<file path="src/rtl/triad_arbiter_if.sv">
// Triad arbiter bus: capture strobes/records from the triad managers and the
// presented record toward the serial transmitter.
interface triad_arbiter_if #(
   parameter int unsigned DATA_W = 68
);
   logic [2:0]        en_mask;
   logic              data_avl_0;
   logic              data_avl_1;
   logic              data_avl_2;
   logic [DATA_W-1:0] triad_data_0;
   logic [DATA_W-1:0] triad_data_1;
   logic [DATA_W-1:0] triad_data_2;
   logic              out_ready;
   logic              out_valid;
   logic [DATA_W-1:0] out_data;
   logic [1:0]        out_id;
   logic [7:0]        drop_count;
   logic [2:0]        pending;

   modport master (
      output en_mask, data_avl_0, data_avl_1, data_avl_2,
             triad_data_0, triad_data_1, triad_data_2, out_ready,
      input  out_valid, out_data, out_id, drop_count, pending
   );

   modport slave (
      input  en_mask, data_avl_0, data_avl_1, data_avl_2,
             triad_data_0, triad_data_1, triad_data_2, out_ready,
      output out_valid, out_data, out_id, drop_count, pending
   );
endinterface

</file>
<file path="src/rtl/triad_arbiter.sv">
// Round-robin arbiter: one holding register per triad, presents one record at a
// time to the transmitter and counts records overwritten before transmission.
module triad_arbiter #(
   parameter int unsigned NUM_TRIADS = 3,
   parameter int unsigned DATA_W     = 68
) (
   input  logic             clk_96MHz,
   input  logic             rst_n,
   triad_arbiter_if.slave   bus
);

   typedef enum logic {IDLE, PRESENT} state_t;

   state_t                state_q;
   logic [DATA_W-1:0]     hold_q [NUM_TRIADS];
   logic [NUM_TRIADS-1:0] pend_q;
   logic [1:0]            rr_q;
   logic                  out_valid_q;
   logic [DATA_W-1:0]     out_data_q;
   logic [1:0]            out_id_q;
   logic [7:0]            drop_cnt_q;
   logic [7:0]            drop_cnt_d;

   logic [DATA_W-1:0]     din [NUM_TRIADS];
   logic [NUM_TRIADS-1:0] cap;
   logic [NUM_TRIADS-1:0] gnt;
   logic [NUM_TRIADS-1:0] drop_v;
   logic                  gnt_vld;
   logic [1:0]            gnt_idx;
   logic [2:0]            srch;
   logic [1:0]            drop_n;
   logic [8:0]            cnt_sum;

   assign din[0] = bus.triad_data_0;
   assign din[1] = bus.triad_data_1;
   assign din[2] = bus.triad_data_2;
   assign cap    = {bus.data_avl_2, bus.data_avl_1, bus.data_avl_0} & bus.en_mask;

   // First pending triad scanning upward from rr_q, wrapping modulo NUM_TRIADS.
   always_comb begin
      gnt_vld = 1'b0;
      gnt_idx = '0;
      srch    = '0;
      if (state_q == IDLE) begin
         for (int unsigned k = 0; k < NUM_TRIADS; k++) begin
            srch = {1'b0, rr_q} + 3'(k);
            if (srch >= 3'(NUM_TRIADS)) srch = srch - 3'(NUM_TRIADS);
            if (!gnt_vld && pend_q[srch[1:0]]) begin
               gnt_vld = 1'b1;
               gnt_idx = srch[1:0];
            end
         end
      end
      gnt = gnt_vld ? (NUM_TRIADS'(1) << gnt_idx) : '0;
   end

   // A capture onto a triad granted this cycle replaces nothing that is lost.
   assign drop_v = cap & pend_q & ~gnt;

   always_comb begin
      drop_n = '0;
      for (int unsigned i = 0; i < NUM_TRIADS; i++) drop_n = drop_n + {1'b0, drop_v[i]};
      cnt_sum    = {1'b0, drop_cnt_q} + {7'b0, drop_n};
      drop_cnt_d = cnt_sum[8] ? '1 : cnt_sum[7:0];
   end

   always_ff @(posedge clk_96MHz) begin
      if (!rst_n) begin
         state_q     <= IDLE;
         pend_q      <= '0;
         rr_q        <= '0;
         out_valid_q <= 1'b0;
         out_data_q  <= '0;
         out_id_q    <= '0;
         drop_cnt_q  <= '0;
         for (int unsigned i = 0; i < NUM_TRIADS; i++) hold_q[i] <= '0;
      end else begin
         for (int unsigned i = 0; i < NUM_TRIADS; i++) begin
            if (cap[i]) hold_q[i] <= din[i];
         end
         pend_q     <= cap | (pend_q & ~gnt);
         drop_cnt_q <= drop_cnt_d;
         case (state_q)
            IDLE: begin
               if (gnt_vld) begin
                  out_data_q  <= hold_q[gnt_idx];
                  out_id_q    <= gnt_idx;
                  out_valid_q <= 1'b1;
                  state_q     <= PRESENT;
               end
            end
            PRESENT: begin
               if (bus.out_ready) begin
                  out_valid_q <= 1'b0;
                  rr_q        <= (out_id_q == 2'd2) ? 2'd0 : out_id_q + 2'd1;
                  state_q     <= IDLE;
               end
            end
            default: state_q <= IDLE;
         endcase
      end
   end

   assign bus.out_valid  = out_valid_q;
   assign bus.out_data   = out_data_q;
   assign bus.out_id     = out_id_q;
   assign bus.drop_count = drop_cnt_q;
   assign bus.pending    = pend_q;

endmodule

</file>
<file path="src/flat_wrapper.sv">
// flat-port wrapper written by rule: the top's interface ports become plain ports
module triad_arbiter_flat 
#(
   parameter int unsigned NUM_TRIADS = 3,
   parameter int unsigned DATA_W     = 68
)
  (clk_96MHz, rst_n, bus_en_mask, bus_data_avl_0, bus_data_avl_1, bus_data_avl_2, bus_triad_data_0, bus_triad_data_1, bus_triad_data_2, bus_out_ready, bus_out_valid, bus_out_data, bus_out_id, bus_drop_count, bus_pending);
  triad_arbiter_if #(.DATA_W(DATA_W)) bus_i ();
  input  logic clk_96MHz;
  input  logic rst_n;
  input wire logic [$bits(bus_i.en_mask)-1:0] bus_en_mask;
  input wire logic [$bits(bus_i.data_avl_0)-1:0] bus_data_avl_0;
  input wire logic [$bits(bus_i.data_avl_1)-1:0] bus_data_avl_1;
  input wire logic [$bits(bus_i.data_avl_2)-1:0] bus_data_avl_2;
  input wire logic [$bits(bus_i.triad_data_0)-1:0] bus_triad_data_0;
  input wire logic [$bits(bus_i.triad_data_1)-1:0] bus_triad_data_1;
  input wire logic [$bits(bus_i.triad_data_2)-1:0] bus_triad_data_2;
  input wire logic [$bits(bus_i.out_ready)-1:0] bus_out_ready;
  output wire logic [$bits(bus_i.out_valid)-1:0] bus_out_valid;
  output wire logic [$bits(bus_i.out_data)-1:0] bus_out_data;
  output wire logic [$bits(bus_i.out_id)-1:0] bus_out_id;
  output wire logic [$bits(bus_i.drop_count)-1:0] bus_drop_count;
  output wire logic [$bits(bus_i.pending)-1:0] bus_pending;
  assign bus_i.en_mask = bus_en_mask;
  assign bus_i.data_avl_0 = bus_data_avl_0;
  assign bus_i.data_avl_1 = bus_data_avl_1;
  assign bus_i.data_avl_2 = bus_data_avl_2;
  assign bus_i.triad_data_0 = bus_triad_data_0;
  assign bus_i.triad_data_1 = bus_triad_data_1;
  assign bus_i.triad_data_2 = bus_triad_data_2;
  assign bus_i.out_ready = bus_out_ready;
  assign bus_out_valid = bus_i.out_valid;
  assign bus_out_data = bus_i.out_data;
  assign bus_out_id = bus_i.out_id;
  assign bus_drop_count = bus_i.drop_count;
  assign bus_pending = bus_i.pending;
  triad_arbiter #(.NUM_TRIADS(NUM_TRIADS), .DATA_W(DATA_W)) u_core (.clk_96MHz(clk_96MHz), .rst_n(rst_n), .bus(bus_i));
endmodule
</file>
<file path="config.mk">
export PLATFORM = sky130hd
export DESIGN_NAME = triad_arbiter_flat
export DESIGN_NICKNAME = d
export VERILOG_FILES = /design/src/rtl/triad_arbiter_if.sv /design/src/rtl/triad_arbiter.sv /design/src/flat_wrapper.sv
export SDC_FILE = /design/constraint.sdc
export NUM_CORES = 1
export LEC_CHECK = 0
export CELL_PAD_IN_SITES_DETAIL_PLACEMENT = 0
export CELL_PAD_IN_SITES_GLOBAL_PLACEMENT = 1
export CORE_MARGIN = 2
export CORE_UTILIZATION = 30
export CTS_BUF_LIST = sky130_fd_sc_hd__clkbuf_8
export CTS_CLUSTER_DIAMETER = 60
export CTS_CLUSTER_SIZE = 8
export DETAILED_ROUTE_END_ITERATION = 16
export GPL_TIMING_DRIVEN = 0
export PLACE_DENSITY = 0.64
export SETUP_SLACK_MARGIN = 0.15
export SLEW_MARGIN = 20
export SYNTH_ARGS = -nofsm -noshare
export SYNTH_HDL_FRONTEND = slang
export SYNTH_SLANG_ARGS = --single-unit
</file>
<file path="constraint.sdc">
create_clock -name clk_96MHz -period 6.4 [get_ports clk_96MHz]
set_input_delay 1.28 -clock clk_96MHz [delete_from_list [all_inputs] [get_ports clk_96MHz]]
set_output_delay 1.28 -clock clk_96MHz [all_outputs]
set_load 0.02 [all_outputs]
</file>
# --- Word-level counts from Yosys, hierarchy flattened ---
# Memory sizes are Yosys's and may differ from the RTL's. A register that Yosys moved wholly into a read port is not among the register bits.
# Cells that the tools add are included.
word_totals:
  out_inout_bits: 82
  romBits: 0
  n_memories: 1
  ramBits: 204
  regBits: 17
  latchBits: 0
  in_bits: 213
classes:
  n_eq_ne: 3
  n_lt_le_gt_ge: 6
  shift: 1
  n_reduce_logical: 8
  mux: 44
  addsub: 9
  multipliers: 0
  bitwise: 10
  div: 0
mem_list:
  columns: ["name", "words", "width", "rd", "rd_ports_with_merged_regs", "write_ports", "line_no", "rtl"]
  rows:
  - ["u_core.hold_q", 3, 68, 1, 1, 3, "triad_arbiter.sv:15", "logic [DATA_W-1:0] hold_q [NUM_TRIADS];"]
ops:
  columns: ["cell", "count"]
  rows:
  - ["2-to-1 mux 68 bit", 3]
  - ["2-to-1 mux 1 bit", 23]
  - ["2-to-1 mux 2 bit", 11]
  - ["AND 3 bit", 4]
  - ["adder 8 x 2 -> 9 bit", 1]
  - ["less-than comparator 2 x 3 -> 1 bit (second input constant)", 3]
  - ["2-to-1 mux 8 bit", 1]
  - ["binary-select mux 1 bit (select 2 bit)", 3]
  - ["greater-or-equal comparator 3 x 2 -> 1 bit (second input constant)", 2]
  - ["AND reduction 2 bit", 3]
  - ["subtractor 2 bit (second input constant)", 3]
  - ["one-hot mux 1 bit (2 select lines)", 2]
  - ["adder 2 x 1 -> 3 bit (second input constant)", 1]
  - ["adder 2 x 2 -> 3 bit (second input constant)", 1]
  - ["logical NOT 1 bit", 3]
  - ["2-to-1 mux 3 bit", 1]
  - ["inverter 3 bit", 1]
  - ["bitwise OR 1 bit", 3]
  - ["bitwise OR 3 bit", 1]
  - ["left shift 1 x 2 -> 3 bit (first input constant)", 1]
  - ["adder 1 x 1 -> 2 bit", 1]
  - ["adder 2 x 1 -> 2 bit", 1]
  - ["adder 2 x 1 -> 2 bit (second input constant)", 1]
  - ["equality test 2 bit (second input constant)", 1]
  - ["5 further kinds", 6]

# --- Longest topological paths before layout ---
# Gate-level depths: netlist of run 1.
logic_depth:
  depth_word: 23
  ltp_mapped: 18
  depth_no_buf: 16

# --- Worst setup path after synthesis of run 1 ---
# No wires, ideal clock.
synth_timing:
  kind: "input -> register"
  start: "input port rst_n"
  end: "memory u_core.hold_q[1][0] (enable)"
  path_buffers: 2
  arrival_ns: 2.982
  path_slack_ns: 2.700
  cell_stages: 3
  path_cell_list: "clkbuf_1 -> clkbuf_1 -> nand2_1"
synth_lines:
  columns: ["element", "line_no", "rtl"]
  rows:
  - ["from (decl)", "flat_wrapper.sv:10", "input logic rst_n;"]
  - ["to (decl)", "triad_arbiter.sv:15", null]

# --- Worst setup path after layout of run 1 ---
layout_timing:
  start: "register u_core.rr_q[0]"
  end: "register u_core.drop_cnt_q[3] (netlist: u_core.bus.drop_count[3])"
layout_via:
  elab_chain_cells: 23
  elab_cells_between_ends: 42
  cone_classes: "add/sub (8); order compare (3); shift (1); mux (24); bitwise (2); reduce/logical (4)"
layout_rtl:
  columns: ["element", "line_no", "rtl"]
  rows:
  - ["from (decl)", "triad_arbiter.sv:17", "logic [1:0] rr_q;"]
  - ["from (signal assigned)", "triad_arbiter.sv:95", "rr_q <= (out_id_q == 2'd2) ? 2'd0 : out_id_q + 2'd1;"]
  - ["parallel branches: the longest is 16 deep, another holds adder 2 x 1 -> 3 bit", null, null]
  - ["2-to-1 mux 3 bit (*)", "triad_arbiter.sv:54", "gnt = gnt_vld ? (NUM_TRIADS'(1) << gnt_idx) : '0;"]
  - ["inverter 3 bit (*)", "triad_arbiter.sv:58", "assign drop_v = cap & pend_q & ~gnt;"]
  - ["AND 3 bit (*)", "triad_arbiter.sv:58", null]
  - ["adder 1 x 1 -> 2 bit", "triad_arbiter.sv:62", "for (int unsigned i = 0; i < NUM_TRIADS; i++) drop_n = drop_n + {1'b0, drop_v[i]};"]
  - ["adder 2 x 1 -> 2 bit (*)", "triad_arbiter.sv:62", null]
  - ["adder 8 x 2 -> 9 bit (*)", "triad_arbiter.sv:63", "cnt_sum = {1'b0, drop_cnt_q} + {7'b0, drop_n};"]
  - ["2-to-1 mux 8 bit (*)", "triad_arbiter.sv:64", "drop_cnt_d = cnt_sum[8] ? '1 : cnt_sum[7:0];"]
  - ["to (signal assigned)", "triad_arbiter.sv:82", "drop_cnt_q <= drop_cnt_d;"]
  - ["to (decl)", "triad_arbiter.sv:21", "logic [7:0] drop_cnt_q;"]
# Every way passes the cells marked *. The select of a mux whose other input is x is not followed.
# A chain may end at the register's enable or synchronous reset.

==> results of run 1 <==
-- final cells by class --
cell class              instances  area, sq um
well taps                     525          657
inverters                       7         26.3
flip-flops and latches        289         7830
fillers                      3855        23000
diodes                          5         12.5
repair buffers                297         3030
multi-input cells             576         3770
clock buffers                  46          633
plain buffers                  70          323
clock inverters                31          148
-- power by group through the flow --
| stage | combinational, mW | sequential, mW | clock, mW |
|---|---|---|---|
| 2_1_floorplan | 0.458 | 2.50 | 0 |
| 3_3_place_gp | 1.11 | 2.41 | 0 |
| 3_5_place_dp | 1.13 | 2.40 | 0 |
| 4_1_cts | 1.13 | 2.36 | 1.48 |
| 5_1_grt | 1.20 | 2.39 | 1.55 |
| 6_report | 1.11 | 2.36 | 1.43 |
-- cells in the mapped netlist (3+ instances only) --
cell	count	area, sq um
buf_6	3	33.8
nor3b_1	3	22.5
nand4_1	4	25.0
ha_1	6	75.1
dfxtp_1	85	1700
a31oi_4	20	425
nand2_1	152	571
o221ai_1	69	604
edfxtp_1	204	6130
a31oi_1	51	319
o21ai_0	5	25.0
mux2i_1	4	40.0
and2_1	204	1280
nor3_1	4	20.0
inv_1	7	26.3
clkbuf_1	63	236
nor2_1	17	63.8
a21oi_1	12	60.1
-- sequential cells by signal (all words and copies together) (netlist names) --
register	flops
u_core.hold_q	204
u_core.bus.out_data	68
u_core.bus.drop_count	8
u_core.bus.pending	3
u_core.bus.out_id	2
u_core.rr_q	2
u_core.bus.out_valid	1
u_core.state_q	1
-- metal layers --
layer	vias up	part of all wire, %
li1	4110	-
met1	4050	42
met2	235	49
met3	65	6.1
met4	8	2.8
met5	-	0.13
-- worst min path at each step --
stage                                   from                        to  depth (start not counted)
floorplan               u_core.hold_q[1][15]   u_core.bus.out_data[15]                          2
global placement    u_core.bus.drop_count[6]  u_core.bus.drop_count[6]                          1
detailed placement      u_core.bus.out_valid      u_core.bus.out_valid                          2
CTS                     u_core.hold_q[0][17]   u_core.bus.out_data[17]                          2
global route            u_core.hold_q[0][18]   u_core.bus.out_data[18]                          2
finish                  u_core.hold_q[0][17]   u_core.bus.out_data[17]                          2
-- placed cells by master (no fill, tap or decap), drive strengths merged, types with 2 or more instances in the layout --
master         instances
a21oi                 12
a31oi                 71
and2                 205
buf                   10
clkbuf               109
clkdlybuf4s50        294
dfxtp                 85
diode                  5
edfxtp               204
fa                     2
ha                     6
inv                   36
mux2i                  4
nand2                152
nand2b                 2
nand4                  4
nor2                  18
nor2b                  2
nor3                   4
nor3b                  3
o21ai                  5
o221ai                69
o22ai                  3
-- cell families after synthesis --
| kind of cell | Yosys count |
|---|---|
| AO/OA/AOI/OAI | 167 |
| AND/OR/NAND/NOR | 395 |
| XOR/XNOR | 2 |
| multiplexers | 4 |
| adder cells (fa/ha/maj) | 8 |
| buffers and inverters | 77 |
| flip-flops | 289 |
-- worst max-delay path: cells and delay by family, from the launching register on --
kind / cells / cell delay (ps)
DFF: 1 / 390
and+or+nand+nor: 7 / 980
AOI/OAI and AO/OA: 3 / 550
adders and majority gates: 4 / 1490
buffers and inverters: 3 / 1130
-- per-stage QoR --
stage / std cells / setup WS (ps) / hold WS (ps) / area, sq um / util, %
finish: 1846 / 1700 / 520 / 16400 / 41.6
global route: 1844 / 1330 / 543 / 16400 / 41.6
CTS: 1841 / 1630 / 516 / 16400 / 41.6
detailed placement: 1764 / 1640 / 511 / 15600 / 39.6
global placement: 1761 / -27.4 / 508 / 15500 / 39.3
floorplan: 942 / 2700 / 507 / 11900 / -
==> flow_summary.json, run 1 <==
{
  "dieHeight_microns": 203,
  "ff2ff_setup_slack_ps": 1700,
  "ys_ff_latch": 289,
  "fp-row-count": 73,
  "top_usage_layer": "met2",
  "synthMuxAreaShare_pct": 0.336,
  "timing.rr.start": "u_core.rr_q[0]",
  "drtIter0Drc": 356,
  "postSynthNetCount": 1163,
  "relSlewSlack_pct": 35.3,
  "port-buffer-count": 294,
  "crit_top_cell": "nor2_1",
  "vias": 8468,
  "nets": 1505,
  "grt_pass1_wl_microns": 53600,
  "htreeDepth": 2,
  "post_cts_resized": 0,
  "wire_per_inst_microns": 19.7,
  "insertion_delay_ps": 580,
  "yosysUniqueCellTypes": 42,
  "setup_viol": 0,
  "power_frac_seq_pct": 48.3,
  "worst-endpoint-arrival_ps": 5160,
  "pwr-share-clk_pct": 29.1,
  "clock-sinks": 289,
  "post_synth_inst_count": 942,
  "cp-startpoint": "u_core.rr_q[0]",
  "dieArea_sq_um": 41300,
  "synth_top_family_by_area": "simple AND/OR/NAND/NOR gates",
  "critPathMaxStageDelay_ps": 550,
  "clk_pin_slew_ps": 60,
  "static-leakage-power_nw": 5.83,
  "p_comb_share_pct": 22.6,
  "drt_wl_total_microns": 36400,
  "required_ps": 6860,
  "cts_buffers": 43,
  "drt_pass1_iterations": 5,
  "p_int_mw": 3.45,
  "hold_path.class": "register to register",
  "synth_area_sq_um": 11900,
  "synth_simple_gate_area_share_pct": 17.2,
  "core_area_sq_um": 39500,
  "finalPower_mw": 4.90,
  "synth_compound_area_share_pct": 12.7,
  "met1_usage_pct": 21.9,
  "rsz0062_at_grt": "false",
  "end_kind": "register",
  "setup_tns_ps": 0,
  "power_switching_mw": 1.44,
  "cts_tree": "done",
  "postCtsSetupRepairBufs": 0,
  "endpoint": "u_core.bus.drop_count[3]",
  "area_growth_pct": 37.8,
  "drv_slew": 0,
  "grt_max_degree": 42,
  "maxCapViolCount": 0,
  "dpl.hpwl_microns": 25500,
  "async_flop_share_pct": 0,
  "crit_type": "register to register",
  "synth_flop_cell": "edfxtp_1",
  "ys_seq_area_share_pct": 65.7,
  "cp-start-kind": "register",
  "post-route-period-util_pct": 73.4,
  "cp_slowest_cell": "clkbuf_1",
  "grt_use_met2_pct": 29.4,
  "drc_errors": 0,
  "gp_congestion": 0.784,
  "rr_worst_depth": 17,
  "met3_usage_pct": 4.09,
  "critPathMaxFanout": 10,
  "yosysWarnings": 0,
  "max-vdd-ir-drop_uv": 124,
  "io_pins": 295,
  "cts_root_buffer": "clkbuf_8",
  "power_density_nw_per_um2": 298,
  "antenna_found_initial": 9,
  "fp.dieW_microns": 203,
  "p_sw_share_pct": 29.5,
  "avgSynthCellArea_sq_um": 12.6,
  "reg2reg_to": "u_core.bus.drop_count[3]",
  "grt_usage_pct": 17.5,
  "period_needed_ps": 4700,
  "drtAntennaViolNets": 0,
  "finalHoldViolCount": 0,
  "synth_xor_area_share_pct": 0.147,
  "worstMarginPinSlew_ps": 971,
  "start_util_pct": 30.2,
  "drive_above_1_share_pct": 6.53,
  "first_global_vias": 8806,
  "cts_hold_buf": 0,
  "cts_buffer_depth": 3,
  "fmax_mhz": 213,
  "synth-edff-count": 204,
  "path_cells": "inv_1 -> ha_1 -> nand2b_1 -> a21oi_1 -> o211ai_1 -> a21o_1 -> clkbuf_1 -> clkbuf_1 -> nand2_1 -> nor2_1 -> fa_1 -> ha_1 -> fa_1 -> nand3_1 -> nor2_1 -> nor3b_1 -> nor2_1",
  "viasPerCell": 4.59,
  "status": "complete, no violations",
  "gr-total-overflow": 0,
  "synth-adder-area-share_pct": 0.966,
  "fin_skew_ps": 13.1
}
Note: power is estimated with default switching activity, not from simulation.
==> inputs of run 2 (changes only) <==
==> constraint.sdc (replaced) <==
create_clock -name clk_96MHz -period 4.5 [get_ports clk_96MHz]
set_input_delay 0.9 -clock clk_96MHz [delete_from_list [all_inputs] [get_ports clk_96MHz]]
set_output_delay 0.9 -clock clk_96MHz [all_outputs]
set_load 0.02 [all_outputs]
==> flow_summary.json, run 2 (same netlist as run 1, synthesis figures left out) <==
{
  "area_growth_pct": 37.8,
  "max-vdd-ir-drop_uv": 177,
  "critPathMaxStageDelay_ps": 430,
  "ff2ff_setup_slack_ps": 420,
  "num-fill-cells": 3851,
  "cts_buffers": 43,
  "dpl.hpwl_microns": 25500,
  "clock-sinks": 289,
  "setup_slack_ps": 418,
  "layout_common_cells": "clkdlybuf4s50_1 (294), and2_1 (204), edfxtp_1 (204), nand2_1 (149), dfxtp_1 (85)",
  "timing.rr.start": "u_core.rr_q[0]",
  "dieHeight_microns": 203,
  "cts_root_buffer": "clkbuf_8",
  "vias": 8459,
  "final_common_cell": "clkdlybuf4s50_1",
  "antenna_found_initial": 9,
  "fp.dieW_microns": 203,
  "finalPower_mw": 6.96,
  "rsz0062_at_grt": "false",
  "port-buffer-count": 294,
  "grt_usage_pct": 17.5,
  "end_kind": "register",
  "reg2reg_to": "u_core.bus.drop_count[3]",
  "grt_max_degree": 42,
  "status": "complete, no violations",
  "relSlewSlack_pct": 35.4,
  "hold_path.class": "register to register",
  "path_cells": "inv_1 -> ha_1 -> nand2b_1 -> a21boi_0 -> o221ai_1 -> a211o_1 -> buf_6 -> nand4_1 -> and4_1 -> fa_1 -> ha_1 -> fa_1 -> nand3_1 -> nor2_1 -> nor3b_1 -> nor2_1",
  "htreeDepth": 2,
  "post-route-period-util_pct": 90.7,
  "drt_pass1_iterations": 5,
  "io_pins": 295,
  "cts_tree": "done",
  "drv_slew": 0,
  "insertion_delay_ps": 580,
  "maxCapViolCount": 0,
  "required_ps": 4960,
  "crit_type": "register to register",
  "critPathMaxFanout": 9,
  "drt_wl_total_microns": 36300,
  "clk_pin_slew_ps": 60,
  "fp-row-count": 73,
  "dp.cells": 1764,
  "endpoint": "u_core.bus.drop_count[3]",
  "cp-startpoint": "u_core.rr_q[0]",
  "place_ws_ps": -257,
  "final_cells": 1845,
  "period_needed_ps": 4080,
  "postCtsSetupRepairBufs": 0,
  "largest-register": "u_core.hold_q",
  "cp-start-kind": "register",
  "worstMarginPinSlew_ps": 969,
  "drtAntennaViolNets": 0,
  "fin_skew_ps": 12.9,
  "worst-endpoint-arrival_ps": 4540,
  "drtIter0Drc": 357,
  "largest_reg_flops": 204,
  "setup_tns_ps": 0,
  "power_density_nw_per_um2": 424,
  "core_area_sq_um": 39500,
  "wire_per_inst_microns": 19.7,
  "fmax_mhz": 245,
  "setup_viol": 0,
  "start_util_pct": 30.2,
  "static-leakage-power_nw": 5.83,
  "viasPerCell": 4.58,
  "rr_worst_depth": 16,
  "drive_above_1_share_pct": 6.69,
  "nets": 1504,
  "first_global_vias": 8805,
  "dieArea_sq_um": 41300,
  "cts_buffer_depth": 3,
  "drc_errors": 0,
  "gp_congestion": 0.784,
  "cp_slowest_cell": "ha_1",
  "gr-total-overflow": 0,
  "grt_pass1_wl_microns": 53600,
  "finalHoldViolCount": 0
}
-- run 2: changes by cell type in the layout (fill, tap and decap cells not counted), sizes merged --
cell    before  now
clkbuf     109  108
-- run 2: layer usage --
layer | GRT usage, % | share of wire, % | vias to the layer above
met5 | 0 | 0.13 | -
met3 | 4.09 | 6.0 | 65
met4 | 6.47 | 2.8 | 8
met2 | 29.4 | 49 | 235
li1 | - | - | 4103
met1 | 21.9 | 42 | 4048
-- run 2: worst min path at each step --
stage                                   startpoint                       end  slack [ps]  cells past startpoint
final                         u_core.hold_q[0][17]   u_core.bus.out_data[17]         520                      2
after global placement    u_core.bus.drop_count[6]  u_core.bus.drop_count[6]         510                      1
after detailed placement      u_core.bus.out_valid      u_core.bus.out_valid         510                      2
after floorplan               u_core.hold_q[1][15]   u_core.bus.out_data[15]         510                      2
after global routing          u_core.hold_q[0][18]   u_core.bus.out_data[18]         540                      2
after CTS                     u_core.hold_q[0][17]   u_core.bus.out_data[17]         520                      2
-- run 2: layout make-up --
| type | instances | area [sq um] | share of cell area, % |
|---|---|---|---|
| Sequential cell | 289 | 7830 | 47.7 |
| Multi-Input combinational cell | 576 | 3770 | 23.0 |
| Timing Repair Buffer | 297 | 3030 | 18.4 |
| Tap cell | 525 | 657 | 4.00 |
| Clock buffer | 46 | 633 | 3.85 |
| Buffer | 69 | 320 | 1.95 |
| Clock inverter | 31 | 148 | 0.899 |
| Inverter | 7 | 26.3 | 0.160 |
| Antenna cell | 5 | 12.5 | 0.0762 |
-- run 2: power by group --
| group | total (mW) | internal, mW | switching [mW] |
|---|---|---|---|
| Combinational | 1.57 | 0.708 | 0.866 |
| Clock | 2.03 | 0.996 | 1.03 |
| Sequential | 3.36 | 3.21 | 0.152 |
-- run 2: stage by stage --
stage	cell area (sq um)	hold slack, ps	utilization, %
floorplan	11900	507	-
global placement	15500	508	39.3
detailed placement	15600	511	39.6
CTS	16400	516	41.6
global route	16400	543	41.6
finish	16400	521	41.6
-- run 2: repair_timing --
action | in CTS | in global routing
endpoints found under the setup margin | 8 | 1
gates resized for setup | 2 | 1
hold buffers | 0 | 0
gates cloned | 0 | 0
-- run 2: worst max-delay path: cells and delay by family (launching register included) --
family                   cells  cell delay [ps]
adder cells (fa/ha/maj)      4             1520
AND/OR/NAND/NOR              7             1080
AO/OA/AOI/OAI                3              700
flip-flops                   1              390
buffers and inverters        2              240
==> inputs of run 3 (changes only) <==
--- a/config.mk
+++ b/config.mk
@@ -7,14 +7,15 @@
 export LEC_CHECK = 0
 export CELL_PAD_IN_SITES_DETAIL_PLACEMENT = 0
 export CELL_PAD_IN_SITES_GLOBAL_PLACEMENT = 1
+export CORE_ASPECT_RATIO = 2
 export CORE_MARGIN = 2
-export CORE_UTILIZATION = 30
+export CORE_UTILIZATION = 40
 export CTS_BUF_LIST = sky130_fd_sc_hd__clkbuf_8
 export CTS_CLUSTER_DIAMETER = 60
 export CTS_CLUSTER_SIZE = 8
 export DETAILED_ROUTE_END_ITERATION = 16
 export GPL_TIMING_DRIVEN = 0
-export PLACE_DENSITY = 0.64
+export PLACE_DENSITY = 0.81
 export SETUP_SLACK_MARGIN = 0.15
 export SLEW_MARGIN = 20
 export SYNTH_ARGS = -nofsm -noshare
==> flow_summary.json, run 3 (same netlist as run 1, synthesis figures left out) <==
{
  "status": "complete, no violations",
  "insertion_delay_ps": 580,
  "rsz0062_at_grt": "false",
  "cp_slowest_cell": "fa_1",
  "cp-startpoint": "u_core.rr_q[0]",
  "path_cells": "inv_1 -> ha_2 -> nand2b_1 -> o22ai_2 -> o221ai_1 -> a211o_1 -> buf_6 -> nand4_1 -> and4_1 -> fa_1 -> ha_1 -> fa_1 -> nand3_1 -> nor2_1 -> nor3b_1 -> nor2_1",
  "gp_congestion": 0.817,
  "antenna_found_initial": 15,
  "crit_type": "register to register",
  "dieHeight_microns": 248,
  "multi_input_area_sq_um": 3760,
  "timing.rr.start": "u_core.rr_q[0]",
  "dpl.hpwl_microns": 25700,
  "largest-register": "u_core.hold_q",
  "worstMarginPinSlew_ps": 975,
  "period_needed_ps": 4080,
  "power_density_nw_per_um2": 423,
  "clock-sinks": 289,
  "drtAntennaViolNets": 0,
  "fin_skew_ps": 19.8,
  "area_growth_pct": 36.0,
  "hold_path.class": "register to register",
  "reg2reg_to": "u_core.bus.drop_count[3]",
  "fp.dieW_microns": 126,
  "gr-total-overflow": 0,
  "final_common_cell": "clkdlybuf4s50_1",
  "cts_tree": "done",
  "end_kind": "register",
  "worst-endpoint-arrival_ps": 4520,
  "cts_buffer_depth": 3,
  "max-vdd-ir-drop_uv": 229,
  "viasPerCell": 5.11,
  "dieArea_sq_um": 31300,
  "layout_common_cells": "clkdlybuf4s50_1 (294), and2_1 (204), edfxtp_1 (204), nand2_1 (149), dfxtp_1 (85)",
  "nets": 1503,
  "dp.cells": 1603,
  "static-leakage-power_nw": 5.83,
  "setup_viol": 0,
  "num-fill-cells": 2551,
  "critPathMaxFanout": 9,
  "fp-row-count": 89,
  "critPathMaxStageDelay_ps": 430,
  "relSlewSlack_pct": 34.7,
  "drt_pass1_iterations": 5,
  "min_from": "u_core.bus.out_valid",
  "setup_tns_ps": 0,
  "largest_reg_flops": 204,
  "clk_pin_slew_ps": 70,
  "grt_pass1_wl_microns": 50800,
  "setup_slack_ps": 425,
  "htreeDepth": 2,
  "start_util_pct": 40.5,
  "cts_hold_buf": 0,
  "postCtsSetupRepairBufs": 0,
  "cts_buffers": 42,
  "ff_latch_area_sq_um": 7830,
  "maxCapViolCount": 0,
  "place_ws_ps": -148,
  "port-buffer-count": 294,
  "required_ps": 4940,
  "hold_slack_ps": 511,
  "post-route-period-util_pct": 90.6,
  "drt_wl_total_microns": 34600,
  "grt_max_degree": 44,
  "io_pins": 295,
  "cts_root_buffer": "clkbuf_8",
  "drtIter0Drc": 373,
  "core_area_sq_um": 29400,
  "first_global_vias": 9149,
  "rr_worst_depth": 16,
  "drc_errors": 0,
  "ff2ff_setup_slack_ps": 420,
  "wire_per_inst_microns": 20.4,
  "cp-start-kind": "register",
  "hold_depth": 2,
  "min_to": "u_core.bus.out_valid",
  "finalHoldViolCount": 0,
  "fmax_mhz": 245,
  "vias": 8650,
  "drv_slew": 0,
  "grt_usage_pct": 21.6,
  "drive_above_1_share_pct": 6.53,
  "final_cells": 1693
}
==> run 3: changes by cell type in the layout (fill, tap and decap cells not counted), sizes merged <==
cell / delta
inv: +3
clkbuf: -1
diode: +8
bufinv: -1
==> run 3: repair_timing <==
action,CTS,global route
endpoints found under the setup margin,8,4
endpoints found under the hold margin,0,0
resized for setup,1,2
==> run 3: layout make-up <==
type	instances	area share, %
Sequential cell	289	48.3
Inverter	7	0.162
Antenna cell	13	0.201
Timing Repair Buffer	297	18.7
Multi-Input combinational cell	576	23.2
Tap cell	364	2.81
Clock buffer	45	3.82
Buffer	69	1.98
Clock inverter	33	0.795
==> run 3: worst max path at each step <==
stage	endpoint	slack, ps	cells past startpoint
after global routing	u_core.bus.drop_count[3]	180	16
after global placement	u_core.hold_q[2][61]	-1200	4
after detailed placement	u_core.bus.drop_count[3]	-150	17
after CTS	u_core.bus.drop_count[3]	220	16
after floorplan	u_core.bus.drop_count[3]	870	17
final	u_core.bus.drop_count[3]	420	16
==> run 3: routing by layer <==
layer  share of wire (%)  up-vias  track usage, %
met2                  56      297            41.0
met5               0.078        -               0
met3                 5.6      101            4.83
li1                    -     4120               -
met1                  33     4128            20.5
met4                 5.5        4            14.0
==> run 3: report_power, final <==
part / switching, mW / internal (mW) / leakage [nW]
clock network: 1.01 / 0.921 / 0.498
registers: 0.160 / 3.21 / 2.77
logic: 0.841 / 0.708 / 2.56
==> run 3: through the flow <==
stage | utilization, % | power [mW] | area [sq um]
finish | 55.1 | 6.85 | 16200
global route | 55.1 | 7.13 | 16200
CTS | 55.0 | 6.92 | 16200
detailed placement | 52.4 | 4.99 | 15400
global placement | 52.1 | 4.96 | 15300
floorplan | - | 4.21 | 11900
==> run 3: worst max-delay path: cells and delay by family (launching register included) <==
kind,cells,cell delay [ps]
AOI/OAI and AO/OA,3,760
adders and majority gates,4,1500
buffers and inverters,2,230
DFF,1,390
and+or+nand+nor,7,1070
